### config.mk
export PLATFORM = sky130hd
export DESIGN_NAME = prescaled_counter
export DESIGN_NICKNAME = d
export VERILOG_FILES = /design/src/rtl/prescaled_counter.sv
export SDC_FILE = /design/constraint.sdc
export NUM_CORES = 1
export LEC_CHECK = 0
export ABC_AREA = 1
export BUFFER_PORTS_ARGS = -buffer_cell sky130_fd_sc_hd__clkbuf_2
export CAP_MARGIN = 20
export CORE_MARGIN = 3
export CORE_UTILIZATION = 30
export CTS_CLUSTER_SIZE = 16
export DETAILED_ROUTE_END_ITERATION = 6
export GPL_TIMING_DRIVEN = 0
export PLACE_DENSITY = 0.53
export SETUP_SLACK_MARGIN = 0.1
export SYNTH_ARGS = -nofsm -noshare
export SYNTH_HDL_FRONTEND = slang
export SYNTH_SLANG_ARGS = --single-unit
export TNS_END_PERCENT = 1
### constraint.sdc
create_clock -name clock -period 2.4 [get_ports clock]
set_clock_uncertainty 0.1 [all_clocks]
set_input_delay 0.12 -clock clock [delete_from_list [all_inputs] [get_ports clock]]
set_output_delay 0.12 -clock clock [all_outputs]
set_load 0.01 [all_outputs]
### src/rtl/prescaled_counter.sv
// Up/down event counter advanced by a programmable prescaler, with clear, load, tick and tc pulses.
// Define PRESCALED_COUNTER_SAT_EN to saturate at the count limits instead of wrapping.
module prescaled_counter #(
    parameter int WIDTH    = 4,
    parameter int PS_WIDTH = 26
) (
    input  logic                clock,
    input  logic                reset_n,
    input  logic                enable,
    input  logic                clear,
    input  logic                load,
    input  logic [WIDTH-1:0]    load_value,
    input  logic                up_down,
    input  logic [PS_WIDTH-1:0] div_value,
    output logic [WIDTH-1:0]    count_out,
    output logic                tick,
    output logic                tc
);

    localparam logic [WIDTH-1:0]    COUNT_ONE = WIDTH'(1);
    localparam logic [PS_WIDTH-1:0] PS_ONE    = PS_WIDTH'(1);

    logic [PS_WIDTH-1:0] ps_cnt;
    logic                expiry;
    logic                at_limit;
    logic [WIDTH-1:0]    step_value;
    logic [WIDTH-1:0]    next_count;

    // A >= compare lets a lowered div_value take effect at once instead of
    // waiting for the prescaler to wrap all the way around.
    always_comb begin
        expiry     = ps_cnt >= div_value;
        at_limit   = up_down ? (count_out == '1) : (count_out == '0);
        step_value = up_down ? (count_out + COUNT_ONE) : (count_out - COUNT_ONE);
`ifdef PRESCALED_COUNTER_SAT_EN
        next_count = at_limit ? count_out : step_value;
`else
        next_count = step_value;
`endif
    end

    // In both builds tc marks an expiry taken at the limit: a wrap or a blocked step.
    always_ff @(posedge clock or negedge reset_n) begin
        if (!reset_n) begin
            count_out <= '0;
            ps_cnt    <= '0;
            tick      <= 1'b0;
            tc        <= 1'b0;
        end else if (clear) begin
            count_out <= '0;
            ps_cnt    <= '0;
            tick      <= 1'b0;
            tc        <= 1'b0;
        end else if (load) begin
            count_out <= load_value;
            ps_cnt    <= '0;
            tick      <= 1'b0;
            tc        <= 1'b0;
        end else if (!enable) begin
            tick <= 1'b0;
            tc   <= 1'b0;
        end else if (expiry) begin
            count_out <= next_count;
            ps_cnt    <= '0;
            tick      <= 1'b1;
            tc        <= at_limit;
        end else begin
            ps_cnt <= ps_cnt + PS_ONE;
            tick   <= 1'b0;
            tc     <= 1'b0;
        end
    end

endmodule

==> run_results.csv <==
group,metric,value,unit
die,pin_count,42,
die,row_count,33,
global_routing,grt_start_max_net_pins,33,
cells_and_area,final_cell_mix,"nand2_1, inv_1, nor2_1, clkbuf_2, dfrtp_1",
global_routing,use_met2,21.0,%
die,die_w,99.4,microns
worst_setup_path,end_kind,"flop",
worst_setup_path,required,2520,ps
cells_and_area,seqCellArea,801,sq um
die,dieArea,0.00988,sq mm
sta,fin_crit_sh,88.0,%
worst_setup_path,crit_type,"reg -> reg",
worst_setup_path,endpoint,"ps_cnt[9]$_DFFE_PN0P_",
worst_setup_path,cp-start-kind,"flop",
sta,max_freq,474,MHz
clock_network,cts.path.max_buffers,2,
worst_setup_path,r2r-end,"ps_cnt[9]$_DFFE_PN0P_",
worst_setup_path,r2r_slack,290,ps
worst_setup_path,regToRegStartpoint,"ps_cnt[21]$_DFFE_PN0P_",
clock_network,insertion_delay,290,ps
pwr,total_power,1300,uW
sta,setup_viol,0,
pwr,p_leak,0.00168,uW
clock_network,clkSinkCount,32,
placement,finalWeightedCongestion,0.800,
die,core-area,0.00834,sq mm
route,first_pass_iters,4,
clock_network,clkTransAtPathRegs,70,ps
die,initial_core_util,31.4,%
die,die_y,99.4,microns
logic_synthesis,synth_ff_type,"dfrtp_1",
sta,slew_violations,0,
clock_network,cts_made_buffers,5,
logic_synthesis,synth-edff-count,0,
logic_synthesis,ys_ff_latch,32,
cells_and_area,nFillCells,899,
worst_setup_path,worstPathCellList,"ha_1 -> nand2_1 -> inv_1 -> nand2_1 -> nand2_1 -> a21oi_1 -> nand2_1 -> inv_1 -> nand3_1 -> nand2_4 -> nand2_4 -> buf_6 -> nor2_1",
worst_setup_path,cp_slowest_cell,"dfrtp_1",
global_routing,gr-usage-met1,15.5,%
cells_and_area,multi_input_area,0.00153,sq mm
logic_synthesis,synthCells,361,
hold_path,hold_class,"in -> reg",
sta,hold_violations,0,
pwr,ir_drop,0.178,mV
global_routing,busiest_layer,"met2",
logic_synthesis,synthDistinctLibCells,28,
logic_synthesis,syn_avg_cell_area,7.25,sq um
worst_setup_path,cp.depth,13,
sta,relSlewSlack,44.9,%
route,drc,0,
logic_synthesis,ys_warn_count,0,
route,wl_per_cell,10.8,microns
worst_setup_path,worstPathArrival,2230,ps
global_routing,grt_pass1_wl,9.90,mm
route,vias,2270,
logic_synthesis,syn_nets,427,
sta,grt_setup_unrepaired,"false",
worst_setup_path,rr_worst_depth,13,
cells_and_area,final_layout_size_suffix_gt1_share,17.8,%
route,vias_per_cell,4.40,
logic_synthesis,synthArstFlopShare,100,%
clock_network,htreeDepth,2,
clock_network,ctsRootBufferMaster,"clkbuf_8",
logic_synthesis,yosys.area.top_type_share,30.6,%
status,status,"finished clean",
logic_synthesis,synthTopCellsByArea,"dfrtp_1, ha_1, nand2_1, inv_1, nor2_1",
worst_setup_path,slowest_delay,430,ps
worst_setup_path,cp_max_fo,10,
worst_setup_path,startpoint,"ps_cnt[21]$_DFFE_PN0P_",
placement,port-buffer-count,41,
worst_setup_path,critPathBufInv,3,
cells_and_area,n_antenna_cell,0,
logic_synthesis,synth_area,0.00262,sq mm
clock_network,cts_setup_buffers,0,
pwr,p_per_area,422,mW/mm^2
route,ant_nets,0,
placement,place_hpwl,4.53,mm
logic_synthesis,ys_seq_area_share,30.6,%
route,dr.first_iter.drc_count,62,
cells_and_area,final_common_cell,"nand2_1",
global_routing,antenna_found_initial,0,
logic_synthesis,yosysTopAreaCell,"dfrtp_1",
run,drv_cap,0,
global_routing,gr-usage-met3,3.30,%
global_routing,grt_use_total,12.4,%
cells_and_area,layout.nets,476,
worst_setup_path,path_common_cell,"nand2_1",
cells_and_area,areaGrowthSynthToFinish,18.0,%
global_routing,grt_pass1_vias,2240,
sta,fin_setup_tns,0,ps
sta,period_needed,2110,ps
sta,tightest_slew,826,ps
worst_setup_path,critPathTopFamily,"simple AND/OR/NAND/NOR gates",
route,drt_wl_total,5.56,mm
global_routing,overflow,0,
clock_network,cts_tree,"yes",
## worst reg2reg max path, cell delays in order, from the launching register on
cell and delay (ps):
dfrtp_1 430, ha_1 310, nand2_1 100, inv_1 40
nand2_1 60, nand2_1 60, a21oi_1 200, nand2_1 80
inv_1 90, nand3_1 120, nand2_4 130, nand2_4 80
buf_6 160, nor2_1 90
## cell type report
class | count | area share [%]
multi-input combinational | 256 | 49.6
sequential | 32 | 25.9
inverter | 70 | 8.51
timing repair buffer | 42 | 6.97
tap | 105 | 4.25
clock buffer | 5 | 2.23
clock inverter | 3 | 1.38
buffer | 3 | 1.09
## routing by layer
layer,vias to the layer above,routed length (microns)
met5,-,0
met2,31,2620
li1,1220,-
met1,1012,2670
met4,0,65
met3,7,210
## cells in the mapped netlist (all sizes together), types with 3 or more instances
library cell,number
a21oi,13
nand4,6
xor2,13
o21ai,7
buf,3
nor3,7
nor2,58
nand3,25
dfrtp,32
nand2,85
ha,29
xnor2,5
inv,70
## state kept, by name, indices dropped and copies added (netlist names)
| name | cells |
|---|---|
| count_out | 4 |
| tick | 1 |
| tc | 1 |
| ps_cnt | 26 |
## report_power, final
| group | internal, uW | switching (uW) |
|---|---|---|
| Combinational | 85.8 | 116 |
| Sequential | 556 | 21.4 |
| Clock | 307 | 217 |
| Total | 949 | 355 |
## worst min path at each step
stage / start / to / slack [ps] / depth (start not counted)
2_1_floorplan: reset_n / count_out[0]$_DFFE_PN0P_ / -280 / 0
3_3_place_gp: reset_n / ps_cnt[9]$_DFFE_PN0P_ / 160 / 1
3_5_place_dp: reset_n / ps_cnt[9]$_DFFE_PN0P_ / 170 / 1
4_1_cts: enable / tick$_DFF_PN0_ / 60 / 3
5_1_grt: enable / tick$_DFF_PN0_ / 60 / 3
6_report: enable / tick$_DFF_PN0_ / 50 / 3
## logic make-up after synthesis
| family | after synthesis | synth area share (%) |
|---|---|---|
| adder cells (fa/ha/maj) | 30 | 14.6 |
| AND/OR/NAND/NOR | 183 | 32.1 |
| AO/OA/AOI/OAI | 25 | 5.31 |
| XOR/XNOR | 18 | 6.02 |
| buffers and inverters | 73 | 11.3 |
| flip-flops | 32 | 30.6 |
## timing repair
item | in CTS | in global routing
resized for setup | 0 | 3
setup endpoints to repair | 0 | 20
hold buffers | 1 | 0
endpoints found under the hold margin | 32 | 0
## per-stage QoR
step	hold slack, ps	utilization, %	instances	setup WS [ps]	area, sq um
final	52.4	37.0	516	289	3090
after global routing	57.7	37.0	516	122	3090
after detailed placement	174	35.4	507	262	2950
after floorplan	-276	-	361	567	2620
after global placement	162	35.4	507	274	2950
after CTS	60.8	36.9	516	237	3080
No activity file was read; power rests on OpenSTA's default activity.
